$ cat src/rtl/wb_load_return.sv
// In-order load/store return tracker with writeback data extraction and sign/zero extension.
// Optional same-cycle response-to-writeback bypass is enabled by defining WB_LOAD_RETURN_BYPASS_EN.
module wb_load_return #(
    parameter int XLEN  = 32,
    parameter int DEPTH = 4
) (
    input  logic                      clk,
    input  logic                      rst_n,
    input  logic                      req_valid,
    output logic                      req_ready,
    input  logic                      req_is_load,
    input  logic [2:0]                req_funct3,
    input  logic [$clog2(XLEN/8)-1:0] req_offset,
    input  logic [4:0]                req_rd_addr,
    input  logic                      dmem_resp,
    input  logic [XLEN-1:0]           dmem_rdata,
    output logic                      wb_valid,
    input  logic                      wb_ready,
    output logic                      wb_is_load,
    output logic [4:0]                wb_rd_addr,
    output logic [XLEN-1:0]           wb_data,
    output logic [XLEN-1:0]           wb_raw,
    output logic [$clog2(DEPTH):0]    outstanding,
    output logic                      err_unexp_resp
);

    localparam int OW = $clog2(XLEN/8);
    localparam int PW = $clog2(DEPTH);
    localparam logic [PW:0] FULL = (PW+1)'(DEPTH);

    logic            r_is_load [DEPTH];
    logic [2:0]      r_funct3  [DEPTH];
    logic [OW-1:0]   r_offset  [DEPTH];
    logic [4:0]      r_rd      [DEPTH];
    logic [XLEN-1:0] r_data    [DEPTH];
    logic            r_done    [DEPTH];

    logic [PW-1:0]   r_tail;
    logic [PW-1:0]   r_rptr;
    logic [PW-1:0]   r_head;
    logic [PW:0]     r_count;
    logic [PW:0]     r_pend;
    logic            r_err;

    logic            w_alloc;
    logic            w_resp;
    logic            w_retire;
    logic            w_bypass;
    logic            w_pend_nz;
    logic [XLEN-1:0] w_raw;

    // Misaligned low offset bits are masked so halfword/word lanes align down.
    function automatic logic [XLEN-1:0] f_extend(
        input logic [XLEN-1:0] data,
        input logic [2:0]      f3,
        input logic [OW-1:0]   off,
        input logic            is_load
    );
        logic [OW-1:0]   v_off_h;
        logic [OW-1:0]   v_off_w;
        logic [XLEN-1:0] v_b;
        logic [XLEN-1:0] v_h;
        logic [XLEN-1:0] v_w;
        logic [XLEN-1:0] v_res;
        v_off_h = off & ~OW'(1);
        v_off_w = off & ~OW'(3);
        v_b     = data >> {off, 3'b000};
        v_h     = data >> {v_off_h, 3'b000};
        v_w     = data >> {v_off_w, 3'b000};
        v_res   = '0;
        case (f3)
            3'b000:  v_res = XLEN'($signed(v_b[7:0]));
            3'b001:  v_res = XLEN'($signed(v_h[15:0]));
            3'b010:  v_res = XLEN'($signed(v_w[31:0]));
            3'b011:  v_res = (XLEN == 64) ? data : '0;
            3'b100:  v_res = XLEN'(v_b[7:0]);
            3'b101:  v_res = XLEN'(v_h[15:0]);
            3'b110:  v_res = (XLEN == 64) ? XLEN'(v_w[31:0]) : '0;
            default: v_res = '0;
        endcase
        return is_load ? v_res : '0;
    endfunction

    assign req_ready  = (r_count != FULL);
    assign w_pend_nz  = (r_pend != '0);
    assign w_alloc    = req_valid && req_ready;
    assign w_resp     = dmem_resp && w_pend_nz;
    assign w_retire   = wb_valid && wb_ready;

`ifdef WB_LOAD_RETURN_BYPASS_EN
    assign w_bypass   = w_resp && (r_head == r_rptr) && !r_done[r_head];
    assign w_raw      = w_bypass ? dmem_rdata : r_data[r_head];
    assign wb_valid   = r_done[r_head] || w_bypass;
`else
    assign w_bypass   = 1'b0;
    assign w_raw      = r_data[r_head];
    assign wb_valid   = r_done[r_head];
`endif

    assign wb_is_load     = r_is_load[r_head];
    assign wb_rd_addr     = r_rd[r_head];
    assign wb_raw         = w_raw;
    assign wb_data        = f_extend(w_raw, r_funct3[r_head], r_offset[r_head], r_is_load[r_head]);
    assign outstanding    = r_count;
    assign err_unexp_resp = r_err;

    always_ff @(posedge clk or negedge rst_n) begin
        if (!rst_n) begin
            for (int unsigned i = 0; i < DEPTH; i++) begin
                r_is_load[i] <= 1'b0;
                r_funct3[i]  <= '0;
                r_offset[i]  <= '0;
                r_rd[i]      <= '0;
                r_data[i]    <= '0;
                r_done[i]    <= 1'b0;
            end
            r_tail  <= '0;
            r_rptr  <= '0;
            r_head  <= '0;
            r_count <= '0;
            r_pend  <= '0;
            r_err   <= 1'b0;
        end else begin
            if (w_alloc) begin
                r_is_load[r_tail] <= req_is_load;
                r_funct3[r_tail]  <= req_funct3;
                r_offset[r_tail]  <= req_offset;
                r_rd[r_tail]      <= req_rd_addr;
                r_done[r_tail]    <= 1'b0;
                r_tail            <= r_tail + PW'(1);
            end
            if (w_retire) begin
                r_done[r_head] <= 1'b0;
                r_head         <= r_head + PW'(1);
            end
            // A bypassed entry retiring this cycle must not be left marked done.
            if (w_resp) begin
                r_data[r_rptr] <= dmem_rdata;
                if (!(w_bypass && w_retire)) begin
                    r_done[r_rptr] <= 1'b1;
                end
                r_rptr <= r_rptr + PW'(1);
            end
            if (dmem_resp && !w_pend_nz) begin
                r_err <= 1'b1;
            end
            case ({w_alloc, w_retire})
                2'b10:   r_count <= r_count + (PW+1)'(1);
                2'b01:   r_count <= r_count - (PW+1)'(1);
                default: r_count <= r_count;
            endcase
            case ({w_alloc, w_resp})
                2'b10:   r_pend <= r_pend + (PW+1)'(1);
                2'b01:   r_pend <= r_pend - (PW+1)'(1);
                default: r_pend <= r_pend;
            endcase
        end
    end

endmodule

$ cat config.mk
export PLATFORM = sky130hd
export DESIGN_NAME = wb_load_return
export DESIGN_NICKNAME = d
export VERILOG_FILES = /design/src/rtl/wb_load_return.sv
export SDC_FILE = /design/constraint.sdc
export NUM_CORES = 1
export LEC_CHECK = 0
export CELL_PAD_IN_SITES_DETAIL_PLACEMENT = 2
export CELL_PAD_IN_SITES_GLOBAL_PLACEMENT = 2
export CORE_MARGIN = 5
export CORE_UTILIZATION = 25
export DETAILED_ROUTE_END_ITERATION = 12
export PLACE_DENSITY_LB_ADDON = 0.1
export RECOVER_POWER = 50
export SYNTH_ARGS = -nofsm -noshare
export SYNTH_HDL_FRONTEND = slang
export SYNTH_SLANG_ARGS = --single-unit
$ cat constraint.sdc
create_clock -name clk -period 3 [get_ports clk]
set_input_delay 0.45 -clock clk [delete_from_list [all_inputs] [get_ports clk]]
set_output_delay 0.45 -clock clk [all_outputs]
set_load 0.1 [all_outputs]
Word-level counts from Yosys, hierarchy flattened
Index checks and enable logic that the tools add are counted.

word-level totals
  bits in registers = 189
  input port bits = 48
  output and inout port bits = 76
  logic and storage cells = 118

cells by class
  $add $sub $neg = 7
  order comparisons = 6
  eq/ne operators = 9
  shifts and indexed selects = 2
  multiplexer cells = 44
  bitwise gates (word level) = 8
  reductions and logical operators = 12

operators by type and width
  cell                                                                          number
  32-bit one-hot mux with 5 select lines                                        1
  128-bit bitwise mux                                                           1
  32-bit 2-to-1 mux                                                             4
  32-bit binary-select mux with 2-bit select                                    1
  32-bit demux with 2-bit select                                                1
  32-bit by 5-bit right shift with 16-bit output                                1
  32-bit by 5-bit right shift with 8-bit output                                 1
  20-bit bitwise mux                                                            1
  5-bit 2-to-1 mux                                                              3
  12-bit bitwise mux                                                            1
  4-bit 2-to-1 mux                                                              3
  3-bit one-hot mux with 2 select lines                                         2
  5-bit binary-select mux with 2-bit select                                     1
  5-bit demux with 2-bit select                                                 1
  3-bit greater-or-equal comparator, second input constant                      3
  3-bit by 1-bit less-than comparator with 1-bit output, second input constant  3
  3-bit 2-to-1 mux                                                              3
  2-bit inverter with 3-bit output                                              3
  4-bit AND                                                                     2
  8-bit bitwise mux                                                             1
  4-bit inverter                                                                2
  1-bit logical AND                                                             7
  1-bit 2-to-1 mux                                                              7
  2-bit by 1-bit adder with 2-bit output, second input constant                 3
  other kinds (21)                                                              32

Depth between registers and ports, before layout
Gate-level depths: netlist of the first run.

  depth in word-level cells = 12
  gate-level depth with buffers = 11
  gate-level depth less buffers = 10

Least setup slack after synthesis of the first run
Ideal clock, no wire load.

  path kind = register to output
  start point = register r_head[0]
  end point = output wb_data[16]
  arrival = 3.650 ns
  required time = 2.550 ns
  setup slack = -1.100 ns
  stages on the path, launching flop included = 8
  buffers on the path = 2
  cell sequence = dfrtp_1 buf_6 mux4_1 mux2_2 mux2i_1 nand2b_1 buf_6 a21oi_1

between the ends
  cells in the longest elaborated chain, start to end = 7
  elaborated cells on any way between the ends = 22
  classes of those cells = eq/ne (4); shift (2); mux (14); bitwise (1); reduce/logical (1)

RTL lines
  what                                                    line  RTL
  start, declared                                         40    logic [PW-1:0] r_head;
  start signal, assigned                                  134   r_head <= r_head + PW'(1);
  2-bit inverter with 3-bit output (not written as such)  96    assign w_raw = r_data[r_head];
  32-bit binary-select mux with 2-bit select              96
  32-bit 2-to-1 mux (not written as such) (2 in a row)    96
  named net wb_raw[23]                                    22    output logic [XLEN-1:0] wb_raw,
  32-bit by 5-bit right shift with 8-bit output           67    v_b = data >> {off, 3'b000};
  32-bit one-hot mux with 5 select lines                  71    case (f3)
  32-bit 2-to-1 mux                                       81    return is_load ? v_res : '0;
  end, declared                                           21    output logic [XLEN-1:0] wb_data,

The timed path passes the listed nets, and every way through them passes these cells. The select of a mux whose other input is x is not followed.

Worst setup path after layout of the first run
  start point = register r_head[0]
  end point = output wb_data[2]

between the ends
  cells in the longest elaborated chain, start to end = 7
  elaborated cells on any way between the ends = 22
  classes of those cells = eq/ne (4); shift (2); mux (14); bitwise (1); reduce/logical (1)

RTL lines
  what                                                                                line     RTL
  2-bit inverter with 3-bit output (not written as such) *                            96, 103
  32-bit binary-select mux with 2-bit select, or another cell as far along            96
  32-bit 2-to-1 mux (not written as such), or another cell as far along (2 in a row)  96
  32-bit by 5-bit right shift with 16-bit output, or another cell as far along        68       v_h = data >> {v_off_h, 3'b000};
  32-bit one-hot mux with 5 select lines                                              71
  32-bit 2-to-1 mux *                                                                 81

Every way passes the cells marked *; elsewhere a longest branch is shown, timed or not. The select of a mux whose other input is x is not followed.

==> results of run 1 <==
==> cells by family after synthesis <==
kind of cell    after synthesis
fa+ha+maj                    16
xor+xnor                      9
simple gates                 62
compound gates               54
buf+inv                      50
flops                       189
mux                         232
==> cell usage in the layout, fill, tap and decap left out, types with 14 or more instances in the layout <==
master           count
mux4_2              44
nand2_1             24
clkdlybuf4s50_1     46
buf_12              80
clkbuf_16           17
mux2_2             179
buf_4               64
dfrtp_1            185
ha_1                14
a21oi_4             26
==> worst paths after layout <==
path	cells after the start	from	slack, ns	end
worst max-delay path	8	r_head[0]	-0.37	wb_data[2]
worst max register to register	10	r_head[0]	0.05	outstanding[2]
max in group asynchronous	2	rst_n	0.43	r_data[20]
min in group asynchronous	1	rst_n	0.64	r_data[86]
worst min register to register	1	err_unexp_resp	0.46	err_unexp_resp
worst min-delay path	1	err_unexp_resp	0.46	err_unexp_resp
==> critical path, stage by stage, from the launching register on <==
cell	delay, ns
dfrtp_4	0.51
buf_12	0.15
mux4_2	0.54
buf_6	0.19
mux2_4	0.31
a222oi_1	0.37
buf_4	0.20
nor2_4	0.04
buf_12	0.16
==> through the flow <==
stage	setup TNS [ns]	hold slack, ns	instance area, µm²
2_1_floorplan	-4.57	0.154	9370
3_3_place_gp	0	0.444	12200
3_5_place_dp	-0.0150	0.457	12200
4_1_cts	-10.14	0.0710	13400
5_1_grt	-18.43	0.506	13400
6_report	-9.13	0.462	13400
==> sequential cells by signal, indices dropped and copies added, names as in the netlist <==
| register | flops |
|---|---|
| outstanding | 3 |
| r_funct3 | 12 |
| err_unexp_resp | 1 |
| r_is_load | 4 |
| r_done | 4 |
| r_tail | 2 |
| r_rptr | 2 |
| r_rd | 20 |
| r_pend | 3 |
| r_head | 2 |
| r_data | 128 |
| r_offset | 8 |
==> layer usage <==
layer / part of all wire / up-vias / routed length, µm / global-route usage
met4: 0.0085 / 2 / 259 / 0.0327
li1: - / 2647 / - / -
met5: 0.00043 / - / 13 / 0
met1: 0.41 / 3230 / 12500 / 0.186
met2: 0.54 / 114 / 16500 / 0.282
met3: 0.035 / 14 / 1070 / 0.0370
==> timing repair <==
item / in CTS / in global routing
resized for setup: 69 / 14
setup endpoints to repair: 32 / 33
cloned: 3 / 0
pin swaps: 15 / 15
setup buffers: 33 / 8
==> area by class of cell <==
cell class / count / area [µm²] / share of cell area
multi-input cells: 373 / 4570 / 0.342
repair buffers: 217 / 2850 / 0.213
clock inverters: 13 / 149 / 0.0111
clock buffers: 19 / 443 / 0.0331
well taps: 461 / 577 / 0.0432
inverters: 11 / 45.0 / 0.00337
flip-flops and latches: 189 / 4740 / 0.354
==> results.py, run 1 <==
metrics = {
    "logic_synthesis": {
        "synthMuxAreaShare": 0.344,
        "synthCells": 612,
        "mappedNetlistArea_mm2": 0.00905,
        "yosys.area.top_type_share": 0.523,
        "synth_area_leaders": "dfrtp_1 52%, mux2_2 23%, mux4_2 10%, ha_1 1.9%, nand2_1 1.6%",
        "synth_edf_count": 0,
        "yosys.area_share.simple": 0.0300,
        "yosys.area.top_type": "dfrtp_1",
        "synth_top_flop_cell": "dfrtp_1",
        "ys_ff_latch": 189,
        "synth_compound_area_frac": 0.0429,
        "synthTopCellsByCount": "189 x dfrtp_1, 184 x mux2_2, 42 x mux4_2",
        "synthDistinctLibCells": 35,
        "syn_area_per_cell_um2": 14.8,
        "async_flop_share": 1.00,
        "yosysSeqAreaShare": 0.523,
        "yosys_warnings": 0,
        "synth_top_family_by_area": "multiplexers",
        "yosys.area_share.adder": 0.0238,
        "syn_nets": 676,
        "synth-xor-area-share": 0.00871,
        "yosysMostFrequentCell": "dfrtp_1",
    },
    "outcome": {
        "violations": "capacitance limit, slew limit, setup timing",
        "outcome": "finished with violations",
    },
    "clocking": {
        "cts_tree": "built",
        "clk_latency_ns": 0.44,
        "cts-root-buf": "clkbuf_16",
        "cts_buffer_depth": 2,
        "htree_levels": 4,
        "numClockSinks": 189,
        "cts_buffers": 17,
        "cts-hold-fix-buffers": 0,
        "cts.clk_slew.worst_paths_ns": 0.08,
    },
    "timing": {
        "worst_pin_slew_ns": 2.24,
        "fmax_mhz": 297,
        "finalCriticalPeriod_ns": 3.37,
        "slew_viol_final": 84,
        "setup_viol": 32,
        "skew_ns": 0.0124,
        "max_slew_margin": -0.490,
        "hold_viol_final": 0,
        "rsz0062_at_grt": "true",
        "fin_ws_ns": -0.366,
        "finalCritPeriodShare": 1.12,
    },
    "detailed_routing": {
        "via_count": 6007,
        "wirelength_um": 30400,
        "viasPerCell": 4.68,
        "drtPass1Iterations": 4,
        "ant_nets": 0,
        "wl_per_cell_um": 23.7,
        "drc": 0,
        "drt_iter0_markers": 165,
    },
    "place": {
        "place_congestion": 0.742,
        "place_ws_ns": -0.0116,
        "placed_cells": 1210,
        "dp_hpwl_um": 21200,
        "port_buffers": 123,
    },
    "floorplanning": {
        "std_cell_rows": 69,
        "pin_count": 124,
        "core_area_mm2": 0.0357,
        "dieHeight_um": 200,
        "start_util": 0.254,
        "die_width_um": 200,
        "die_area_mm2": 0.0401,
    },
    "grt": {
        "grt_start_max_net_pins": 84,
        "grt_pass1_vias": 7387,
        "grt.overflow.total": 0,
        "grt_pass1_wl_um": 47400,
        "antenna_found_initial": 1,
        "track_usage": 0.155,
    },
    "cells_and_area": {
        "finish.utilization": 0.375,
        "area_growth_pct": 47.7,
        "fill_cells": 3524,
        "num_antenna_cells": 0,
        "nets": 873,
        "fin_cells": 1283,
        "drive_gt1_frac": 0.606,
    },
    "worst_setup_path": {
        "cp-end-kind": "output pin",
        "worstSetupPathType": "reg -> out",
        "cp_max_fo": 7,
        "cp.required_ns": 2.55,
        "arrival_ns": 2.92,
        "critPathLaunchType": "register",
    },
    "run": {
        "cap_violations": 1,
    },
    "min_path": {
        "min_path_type": "reg -> reg",
    },
}
Power of run 1 is not shown: default switching activity piles up to over one toggle a cycle in this logic, so the estimate is an artifact.
==> run 2, diff against run 1 <==
- CAP_MARGIN: not set -> 20
- CTS_BUF_LIST: not set -> sky130_fd_sc_hd__clkbuf_8
- REMOVE_ABC_BUFFERS: not set -> 1
==> run 2 against run 1 <==
  * The run still ends with capacitance limit, slew limit, setup timing left
  * Die area unchanged
  * Sequential share of layout area up 1.6 points
  * Register-to-register slack better by 0.15 ns
  * Critical path type unchanged
  * Highest routed layer unchanged
==> results.py, run 2 (synthesized netlist as in run 1, its figures left out) <==
metrics = {
    "min_path": {
        "min_to": "err_unexp_resp",
        "worstHoldPathCells": 1,
        "min_path_type": "reg -> reg",
        "min_from": "err_unexp_resp",
    },
    "place": {
        "port_buffers": 123,
        "dp_hpwl_um": 19700,
        "place_ws_ns": -0.252,
        "place_area_mm2": 0.0119,
        "place_congestion": 0.687,
    },
    "cells_and_area": {
        "largest_reg_flops": 128,
        "fill_cells": 3576,
        "mostFrequentLayoutCell": "dfrtp_1",
        "reg_top3": "r_data: 128 flops, r_rd: 20 flops, r_funct3: 12 flops",
        "top_register": "r_data",
        "multi_input_area_mm2": 0.00430,
        "drive_gt1_frac": 0.564,
        "design_area_mm2": 0.0128,
        "nets": 865,
        "area_growth_pct": 41.2,
        "seq_area_mm2": 0.00473,
        "final_cell_mix": "187 x dfrtp_1, 184 x mux2_2, 77 x buf_12, 59 x buf_4, 46 x clkdlybuf4s50_1",
    },
    "clocking": {
        "htree_levels": 4,
        "cts_buffer_depth": 2,
        "cts_buffers": 17,
        "cts_tree": "built",
        "numClockSinks": 189,
        "cts.clk_slew.worst_paths_ns": 0.11,
        "clk_latency_ns": 0.48,
        "cts-root-buf": "clkbuf_8",
    },
    "detailed_routing": {
        "ant_nets": 0,
        "wl_per_cell_um": 22.7,
        "via_count": 5977,
        "drtPass1Iterations": 4,
        "drt_iter0_markers": 183,
        "viasPerCell": 4.68,
        "drc": 0,
        "wirelength_um": 29100,
    },
    "timing": {
        "rsz0062_at_grt": "true",
        "fin_ws_ns": -0.411,
        "finalCritPeriodShare": 1.14,
        "hold_viol_final": 0,
        "worst_pin_slew_ns": 2.09,
        "finalCriticalPeriod_ns": 3.41,
        "max_slew_margin": -0.392,
        "setup_viol": 32,
        "fmax_mhz": 293,
        "skew_ns": 0.0148,
        "slew_viol_final": 80,
    },
    "worst_setup_path": {
        "cp_max_fo": 7,
        "critPathLaunchType": "register",
        "cp-end-kind": "output pin",
        "cp.required_ns": 2.55,
        "worstSetupPathType": "reg -> out",
        "arrival_ns": 2.96,
        "r2r_cells": 10,
        "worst-r2r-setup-slack_ns": 0.20,
        "worst_r2r_endpoint": "outstanding[2]",
        "r2r_start": "r_head[0]",
    },
    "floorplanning": {
        "die_area_mm2": 0.0401,
        "die_width_um": 200,
        "dieHeight_um": 200,
        "pin_count": 124,
        "start_util": 0.254,
        "core_area_mm2": 0.0357,
        "std_cell_rows": 69,
    },
    "outcome": {
        "outcome": "finished with violations",
        "violations": "capacitance limit, slew limit, setup timing",
    },
    "grt": {
        "grt_start_max_net_pins": 80,
        "grt_pass1_wl_um": 44200,
        "antenna_found_initial": 3,
        "track_usage": 0.143,
        "grt.overflow.total": 0,
        "grt_pass1_vias": 7154,
    },
    "run": {
        "cap_violations": 1,
    },
}
[run 2: cell count changes in the layout (fill, tap and decap cells not counted), moves of 6 or more]
cell | previous run | this run
a21oi_2 | 1 | 12
a21oi_4 | 26 | 15
a22oi_1 | 1 | 10
a22oi_2 | 10 | 1
clkbuf_16 | 17 | 1
clkbuf_8 | 1 | 17
nand2_1 | 24 | 36
nand2_2 | 11 | 2
nor2_4 | 6 | 0
[run 2: how the worst max path moves through the flow]
stage	cells past startpoint	slack, ns	from	endpoint
4_1_cts	8	-0.43	r_head[0]	wb_data[0]
3_3_place_gp	6	-0.23	r_head[0]	wb_data[0]
6_report	10	-0.41	r_head[0]	wb_data[15]
5_1_grt	8	-0.56	r_head[0]	wb_data[0]
3_5_place_dp	6	-0.25	r_head[0]	wb_data[0]
2_1_floorplan	5	-2.94	r_head[0]	wb_data[16]
[run 2: metal layers]
layer,vias to the layer above,part of all wire,GRT usage
li1,2630,-,-
met1,3230,0.42,0.168
met2,97,0.53,0.264
met3,18,0.036,0.0361
met4,2,0.010,0.0344
met5,-,0.00069,0
[run 2: layout make-up]
class	count	share of cell area
Inverter	11	0.00323
Sequential cell	189	0.371
Tap cell	461	0.0451
Clock buffer	17	0.0183
Antenna cell	3	0.000588
Timing Repair Buffer	209	0.213
Clock inverter	15	0.0129
Multi-Input combinational cell	373	0.336
[run 2: worst max-delay path, stage by stage, from the launching register on]
cell and delay (ns):
dfrtp_4 0.51, buf_6 0.14, mux4_2 0.57, nor3b_4 0.32
buf_6 0.14, a21o_1 0.09, buf_6 0.15, a22oi_2 0.09
a21oi_2 0.15, buf_4 0.14, buf_12 0.16
[run 2: stage by stage]
| stage | utilization | setup TNS, ns | hold WS, ns | std cells |
|---|---|---|---|---|
| floorplan | - | -101.83 | 0.154 | 573 |
| global placement | 0.333 | -0.985 | 0.451 | 1218 |
| detailed placement | 0.333 | -2.05 | 0.462 | 1218 |
| CTS | 0.350 | -12.03 | 0.487 | 1261 |
| global route | 0.358 | -26.70 | 0.503 | 1277 |
| finish | 0.358 | -10.62 | 0.475 | 1278 |
[run 2: repair_timing]
action / CTS / global route
setup buffers: 10 / 11
hold endpoints to repair: 12 / 0
resized for setup: 34 / 48
hold buffers: 1 / 0
gates cloned: 0 / 3
setup endpoints to repair: 35 / 33
pin swaps: 10 / 15
Power of run 2 is left out for the same reason.
